===== src/rtl/pool_pkg.sv =====
// Shared helpers for the pooled-row serializer: clog2, row/frame geometry
// and the element-slice macro used to pick one element out of a packed row.

`ifndef POOL_ELEM
`define POOL_ELEM(k, w) ((k) * (w)) +: (w)
`endif

package pool_pkg;

  // Ceiling log2, returns 0 for values <= 1.
  function automatic int clog2(input int value);
    int r;
    r = 0;
    for (int i = 0; i < 31; i++) begin
      if ((32'sd1 <<< i) < value) begin
        r = i + 1;
      end
    end
    return r;
  endfunction

  // Elements per pooled row: half the input width times the channel count.
  function automatic int row_elems(input int w, input int d);
    return (w / 2) * d;
  endfunction

  // Rows per pooled frame: half the input height.
  function automatic int rows_per_frame(input int h);
    return h / 2;
  endfunction

endpackage


===== src/rtl/row_fifo.sv =====
// Generic register FIFO holding whole rows. A push while full is taken
// when a pop happens in the same cycle, since the head slot frees at that
// edge. Pointers wrap naturally; a separate count tells full from empty.

module row_fifo
  import pool_pkg::*;
#(
  parameter int WIDTH = 8,
  parameter int DEPTH = 2
) (
  input  logic             clk,
  input  logic             i_rst_n,
  input  logic             i_push,
  input  logic             i_pop,
  input  logic [WIDTH-1:0] i_data,
  output logic             o_full,
  output logic             o_empty,
  output logic [WIDTH-1:0] o_head
);

  localparam int PW = clog2(DEPTH);
  localparam int CW = PW + 1;

  logic [WIDTH-1:0] r_mem [DEPTH];
  logic [PW-1:0]    r_wr_ptr;
  logic [PW-1:0]    r_rd_ptr;
  logic [CW-1:0]    r_count;
  logic             w_pop;
  logic             w_push;

  assign o_full  = (r_count == CW'(DEPTH));
  assign o_empty = (r_count == {CW{1'b0}});
  assign w_pop   = i_pop & ~o_empty;
  assign w_push  = i_push & (~o_full | w_pop);
  assign o_head  = r_mem[r_rd_ptr];

  // Pointer and occupancy bookkeeping.
  always_ff @(posedge clk or negedge i_rst_n) begin
    if (!i_rst_n) begin
      r_wr_ptr <= {PW{1'b0}};
      r_rd_ptr <= {PW{1'b0}};
      r_count  <= {CW{1'b0}};
    end else begin
      if (w_push) begin
        r_wr_ptr <= r_wr_ptr + {{(PW-1){1'b0}}, 1'b1};
      end
      if (w_pop) begin
        r_rd_ptr <= r_rd_ptr + {{(PW-1){1'b0}}, 1'b1};
      end
      case ({w_push, w_pop})
        2'b10:   r_count <= r_count + {{(CW-1){1'b0}}, 1'b1};
        2'b01:   r_count <= r_count - {{(CW-1){1'b0}}, 1'b1};
        default: r_count <= r_count;
      endcase
    end
  end

  // Row storage; contents are don't-care after reset so no reset branch.
  always_ff @(posedge clk) begin
    if (w_push) begin
      r_mem[r_wr_ptr] <= i_data;
    end
  end

endmodule


===== src/rtl/pool_row_serializer.sv =====
// Serializes pooled rows into a one-element-per-transfer valid/ready stream
// and flags the last element of every row and every frame. Rows arriving
// while the row FIFO is full (and not freeing a slot) are dropped and
// reported through the sticky overflow_o.
// Optional: define POOL_SER_FRAME_CNT_EN to add the 16-bit frame_cnt_o.

module pool_row_serializer
  import pool_pkg::*;
#(
  parameter int DATA_BITS  = 8,
  parameter int D          = 1,
  parameter int H          = 24,
  parameter int W          = 24,
  parameter int FIFO_DEPTH = 2
) (
  input  logic                           clk,
  input  logic                           reset,
  input  logic [(W/2)*D*DATA_BITS-1:0]   row_data_i,
  input  logic                           valid_i,
  output logic [DATA_BITS-1:0]           data_o,
  output logic                           valid_o,
  input  logic                           ready_i,
  output logic                           row_last_o,
  output logic                           last_o,
  output logic                           overflow_o
`ifdef POOL_SER_FRAME_CNT_EN
  ,
  output logic [15:0]                    frame_cnt_o
`endif
);

  localparam int N        = row_elems(W, D);
  localparam int R        = rows_per_frame(H);
  localparam int ROW_BITS = N * DATA_BITS;
  localparam int EW       = (N > 1) ? clog2(N) : 1;
  localparam int RW       = (R > 1) ? clog2(R) : 1;

  logic [EW-1:0]       r_elem_cnt;
  logic [RW-1:0]       r_row_cnt;
  logic                r_overflow;
  logic                w_full;
  logic                w_empty;
  logic [ROW_BITS-1:0] w_head;
  logic                w_transfer;
  logic                w_elem_last;
  logic                w_row_last;
  logic                w_pop;
  logic [DATA_BITS-1:0] w_data;

  assign valid_o     = ~w_empty;
  assign w_transfer  = valid_o & ready_i;
  assign w_elem_last = (r_elem_cnt == EW'(N - 1));
  assign w_row_last  = (r_row_cnt == RW'(R - 1));
  assign w_pop       = w_transfer & w_elem_last;
  assign row_last_o  = valid_o & w_elem_last;
  assign last_o      = row_last_o & w_row_last;
  assign overflow_o  = r_overflow;
  assign data_o      = w_data;

  row_fifo #(
    .WIDTH (ROW_BITS),
    .DEPTH (FIFO_DEPTH)
  ) u_row_fifo (
    .clk     (clk),
    .i_rst_n (reset),
    .i_push  (valid_i),
    .i_pop   (w_pop),
    .i_data  (row_data_i),
    .o_full  (w_full),
    .o_empty (w_empty),
    .o_head  (w_head)
  );

  // Pick the current element from the head row; drive zero while idle.
  always_comb begin
    w_data = {DATA_BITS{1'b0}};
    if (!w_empty) begin
      w_data = w_head[`POOL_ELEM(r_elem_cnt, DATA_BITS)];
    end else begin
      w_data = {DATA_BITS{1'b0}};
    end
  end

  // Element/row position counters advance on each accepted transfer.
  always_ff @(posedge clk or negedge reset) begin
    if (!reset) begin
      r_elem_cnt <= {EW{1'b0}};
      r_row_cnt  <= {RW{1'b0}};
    end else if (w_transfer) begin
      if (w_elem_last) begin
        r_elem_cnt <= {EW{1'b0}};
        r_row_cnt  <= w_row_last ? {RW{1'b0}} : (r_row_cnt + {{(RW-1){1'b0}}, 1'b1});
      end else begin
        r_elem_cnt <= r_elem_cnt + {{(EW-1){1'b0}}, 1'b1};
      end
    end
  end

  // Sticky drop flag: full FIFO whose head is not freeing a slot this cycle.
  always_ff @(posedge clk or negedge reset) begin
    if (!reset) begin
      r_overflow <= 1'b0;
    end else if (valid_i & w_full & ~w_pop) begin
      r_overflow <= 1'b1;
    end
  end

`ifdef POOL_SER_FRAME_CNT_EN
  logic [15:0] r_frame_cnt;
  assign frame_cnt_o = r_frame_cnt;

  // Count completed frames, wrapping at 16 bits.
  always_ff @(posedge clk or negedge reset) begin
    if (!reset) begin
      r_frame_cnt <= 16'd0;
    end else if (w_transfer & last_o) begin
      r_frame_cnt <= r_frame_cnt + 16'd1;
    end
  end
`endif

endmodule


===== config.mk =====
export PLATFORM = sky130hd
export DESIGN_NAME = pool_row_serializer
export DESIGN_NICKNAME = d
export VERILOG_FILES = /design/src/rtl/pool_pkg.sv /design/src/rtl/row_fifo.sv /design/src/rtl/pool_row_serializer.sv
export SDC_FILE = /design/constraint.sdc
export NUM_CORES = 1
export LEC_CHECK = 0
export BUFFER_PORTS_ARGS = -buffer_cell sky130_fd_sc_hd__buf_2
export CORE_MARGIN = 10
export CORE_UTILIZATION = 25
export DETAILED_ROUTE_END_ITERATION = 16
export SKIP_CTS_REPAIR_TIMING = 1
export SYNTH_ARGS = -nofsm -noshare
export SYNTH_HDL_FRONTEND = slang
export SYNTH_SLANG_ARGS = --single-unit

===== constraint.sdc =====
create_clock -name clk -period 8.5 [get_ports clk]
set_input_delay 0.85 -clock clk [delete_from_list [all_inputs] [get_ports clk]]
set_output_delay 0.85 -clock clk [all_outputs]
set_load 0.03 [all_outputs]

Word-level counts from Yosys, hierarchy flattened
Memory sizes are Yosys's and may differ from the RTL's.
Index checks and enable logic that the tools add are counted.
- memories kept: 1
- bits of input ports: 100
- RAM bits: 192
- register bits: 13
- shift operators: 1
- equal/unequal tests: 5
- muxes and demuxes: 6
- bitwise logic cells: 12
- $add $sub $neg: 6
- reductions and logical operators: 3
- memories (memory ; words ; bits a word ; rd ports ; clocked after memory_dff ; wr ports ; RTL line ; source):
    u_row_fifo.r_mem ; 2 ; 96 ; 1 ; 0 ; 1 ; row_fifo.sv:24 ; logic [WIDTH-1:0] r_mem [DEPTH];
- operators by type and width (cell ; count):
    96-bit by 8-bit variable part select with 8-bit output ; 1
    4-bit by 1-bit adder with 4-bit output, second input constant ; 2
    1-bit bitwise AND ; 8
    4-bit == test, second input constant ; 2
    4-bit 2-to-1 mux ; 2
    8-bit 2-to-1 mux ; 1
    2-bit == test, second input constant ; 2
    2-bit case mux with 2 select lines ; 1
    1-bit inverter ; 3
    1-bit adder, second input constant ; 2
    2-bit by 1-bit adder with 2-bit output, second input constant ; 1
    2-bit by 1-bit == test with 1-bit output, second input constant ; 1
    2-bit zero test ; 1
    1-bit 2-to-1 mux ; 2
    2-bit AND reduction ; 1
    2-bit nonzero test ; 1
    2-bit by 1-bit subtractor with 2-bit output, second input constant ; 1
    1-bit bitwise OR ; 1

Logic depth before layout (Yosys ltp)
- word-level depth: 9
- depth in mapped cells: 7

By module
From an unflattened synthesis, not the netlist that was laid out.
- cells, all modules: 468
- area total of the unflattened synthesis: 8619.5 µm²
- by module, submodules not included (module ; area each (µm²) ; sequential area each (µm²) ; instances ; cells each):
    row_fifo ; 7268.2 ; 5865.6 ; 1 ; 323
    pool_row_serializer ; 1351.3 ; 225.2 ; 1 ; 145

Least setup slack after synthesis
OpenSTA, ideal clock, no wires.
- path kind: input-to-reg
- start point: in ready_i
- end point: mem u_row_fifo.r_mem[0][0] (netlist bit), enable pin
- path buffers: 0
- slack: 2485 ps
- required time: 7948 ps
- stages: 4
- arrival time: 5463 ps
- library setup time: 552 ps
- cell sequence: o21ai_1 > nor2_1 > o21ai_1 > nor2_1
- longest elaborated chain between the ends: 7
- ends and longest elaborated chain (element ; RTL line ; source):
    start, declared ; pool_row_serializer.sv:22 ; input logic ready_i,
    1-bit bitwise AND ; pool_row_serializer.sv:51 ; assign w_transfer = valid_o & ready_i;
    1-bit bitwise AND ; pool_row_serializer.sv:54 ; assign w_pop = w_transfer & w_elem_last;
    1-bit bitwise AND ; row_fifo.sv:33 ; assign w_pop = i_pop & ~o_empty;
    1-bit bitwise OR ; row_fifo.sv:34 ; assign w_push = i_push & (~o_full | w_pop);
    1-bit bitwise AND ; row_fifo.sv:34 ;
    1-bit 2-to-1 mux ; row_fifo.sv:60 ; if (w_push) begin
    1-bit 2-to-1 mux (implied by the code) ; row_fifo.sv:61 ; r_mem[r_wr_ptr] <= i_data;
    end, declared ; row_fifo.sv:24 ;
No other way between the ends.

Final worst setup path
- start point: reg u_row_fifo.r_rd_ptr
- end point: out data_o[4]
- longest elaborated chain between the ends: 3
- ends and longest elaborated chain (element ; RTL line ; source):
    start, declared ; row_fifo.sv:26 ; logic [PW-1:0] r_rd_ptr;
    start signal, assigned ; row_fifo.sv:41 ; r_rd_ptr <= {PW{1'b0}};
    start signal, assigned ; row_fifo.sv:48 ; r_rd_ptr <= r_rd_ptr + {{(PW-1){1'b0}}, 1'b1};
    memory read 2 x 96 bit ; -- ;
    96-bit by 8-bit variable part select with 8-bit output ; pool_row_serializer.sv:78 ; w_data = w_head[`POOL_ELEM(r_elem_cnt, DATA_BITS)];
    8-bit 2-to-1 mux ; pool_row_serializer.sv:77 ; if (!w_empty) begin
    end, declared ; pool_row_serializer.sv:20 ; output logic [DATA_BITS-1:0] data_o,
No other way between the ends.

==> results.json <==
{
  "rows": 65,
  "status": "completed",
  "worstPathRequired_ps": 7650,
  "crit_family": "buffers and inverters",
  "ys_seq_elements": 205,
  "final_cell_mix": "192 x edfxtp_1, 111 x buf_2, 62 x mux2i_1",
  "r2r-end": "u_row_fifo.r_mem[0][73]",
  "setup_viol": 0,
  "worst_pin_slew_ps": 1001,
  "n_antenna_cell": 0,
  "syn_area_per_cell_um2": 18.68,
  "tritoncts": "done",
  "clock_sinks": 205,
  "fp.dieArea_um2": 39780,
  "r2r_cells": 7,
  "final_nets": 659,
  "core_um2": 31640,
  "wl_um": 19630,
  "worst_slack_ps": 4196,
  "drive_gt1_share_pct": 32.57,
  "max-vdd-ir-drop_v": 0.0001771,
  "wl_met1_um": 8369,
  "dr_wl_met2_um": 9882,
  "vias": 4287,
  "maxSlewViolCount": 0,
  "yosys_warnings": 0,
  "relSlewSlack_pct": 33.12,
  "crit_fanout": 46,
  "synth_cell_types": 36,
  "yosysSeqAreaShare_pct": 75.66,
  "highest_layer": "met4",
  "hold_violations": 0,
  "min_path_type": "input pin to async pin",
  "drt_pass1_iterations": 4,
  "first_iter_violations": 278,
  "clk_latency_ps": 500,
  "crit_path_max_incr_delay_ps": 820,
  "whs_ps": 238.3,
  "io_pins": 112,
  "drtAntennaViolNets": 0,
  "synth.net_count": 533,
  "gr-usage-all-layers_pct": 9.724,
  "clk_path_buf_depth": 3,
  "fin_crit_ps": 4304,
  "mostFrequentLayoutCell": "edfxtp_1",
  "rsz0062_at_grt": "false",
  "start_kind": "register",
  "gr-total-overflow": 0,
  "wl_met3_um": 982,
  "drv_cap": 0,
  "port_buffers": 111,
  "critical_path_buf_inv_count": 2,
  "gp_congestion": 0.7031,
  "cp_slowest_cell": "dfrtp_4",
  "r2r-start": "r_elem_cnt[0]",
  "pre_cts_slack_ps": 4539,
  "reg2reg_slack_ps": 4600,
  "antenna_found_initial": 3,
  "grt_pass1_vias": 4692,
  "viasPerCell": 4.406,
  "skew_ps": 12.98,
  "wire_per_inst_um": 20.17,
  "power.leakage_nw": 3.443,
  "path_clk_slew_ps": 60,
  "initial_core_util_pct": 25.45,
  "fin_crit_sh_pct": 50.63,
  "synthCells": 431,
  "crit_chain": "buf_4 -> mux4_2 -> mux2_2 -> nand2_1 -> nand3_1 -> buf_2",
  "cts_root_buf": "clkbuf_16",
  "drc_errors": 0,
  "fmax_ghz": 0.2324,
  "fp.dieW_um": 199.4,
  "power.density_nw_per_um2": 347.5,
  "cts_max_level": 1,
  "end_kind": "primary output",
  "tns_ps": 0,
  "synth_area_um2": 8050,
  "critical_path_class": "register to primary output",
  "grt_max_degree": 65,
  "chipHeight_um": 199.4,
  "hpwl_um": 13590,
  "crit_arrival_ps": 3450,
  "grt_pass1_wl_um": 28970,
  "area_growth_pct": 21.67,
  "numCtsBuffers": 23
}
report_power, final:
| group | leakage, nW | internal, W | switching, W | total, W |
|---|---|---|---|---|
| logic | 1.17 | 0.000377 | 0.000619 | 0.000996 |
| registers | 1.93 | 0.00138 | 0.000104 | 0.00148 |
| clock network | 0.335 | 0.000552 | 0.000373 | 0.000925 |
synthesized netlist by cell type (all sizes together):
master	n	area (um2)
nor3	3	15.01
nand3	21	105.1
o211ai	2	15.01
a22o	2	17.52
nor2	7	26.28
mux4	18	405.4
a22oi	29	217.7
a21o	1	7.510
nand4	1	6.260
clkbuf	8	30.03
nand3b	1	7.510
and2	2	12.51
nor2b	2	12.51
mux2i	62	620.6
xnor2	1	8.760
ha	2	25.02
o21ai	6	30.02
or3	1	6.260
nor3b	2	20.02
buf	12	81.32
nand2b	1	6.260
o21a	2	15.01
mux2	12	135.1
dfrtp	13	325.3
inv	2	7.510
o21bai	2	15.01
edfxtp	192	5766
and3b	1	8.760
xor2	2	17.52
and3	2	12.51
nand2	19	71.32
worst max path at each step:
stage | from | endpoint | slack (ps) | cells past startpoint
after floorplan | ready_i | u_row_fifo.r_mem[0][0] | 2490 | 4
after global placement | ready_i | u_row_fifo.r_mem[0][61] | 4600 | 6
after detailed placement | ready_i | u_row_fifo.r_mem[0][61] | 4540 | 6
after CTS | u_row_fifo.r_rd_ptr | data_o[3] | 4060 | 6
after global routing | u_row_fifo.r_rd_ptr | data_o[3] | 3980 | 6
final | u_row_fifo.r_rd_ptr | data_o[4] | 4200 | 6
final cells by class:
class | count | area (um2)
fill | 3106 | 21840
sequential | 205 | 6095
multi-input combinational | 204 | 1856
timing repair buffer | 121 | 630.6
clock buffer | 26 | 586.8
tap | 402 | 503.0
clock inverter | 13 | 116.4
inverter | 2 | 7.507
registers in the layout (all words and copies together) (netlist names):
signal and cells:
u_row_fifo.r_mem 192, r_elem_cnt 4, r_row_cnt 4, u_row_fifo.r_count 2
overflow_o 1, u_row_fifo.r_rd_ptr 1, u_row_fifo.r_wr_ptr 1
cell families after synthesis:
| logic type | Yosys count | synth area share, % |
|---|---|---|
| adders and majority gates | 2 | 0.3108 |
| AOI/OAI and AO/OA | 44 | 3.948 |
| and+or+nand+nor | 63 | 3.855 |
| muxes | 92 | 14.42 |
| DFF | 205 | 75.66 |
| buffers and inverters | 22 | 1.476 |
| xor gates and xnor gates | 3 | 0.3265 |
stage by stage:
stage               util, %  instance area (um2)  cells  power, W
floorplan                 -                 8050    431  0.002210
global placement      28.74                 9091    934  0.002518
detailed placement    28.74                 9091    934  0.002532
CTS                   30.96                 9794    973  0.003465
global route          30.96                 9794    973  0.003595
finish                30.96                 9794    973  0.003404
per-layer routing:
layer / vias up / track usage [%]
met4: 0 / 2.552
met1: 2146 / 12.10
met2: 117 / 16.73
met5: - / 0
met3: 36 / 2.069
li1: 1988 / -
Power figures use the tool's default switching activity.
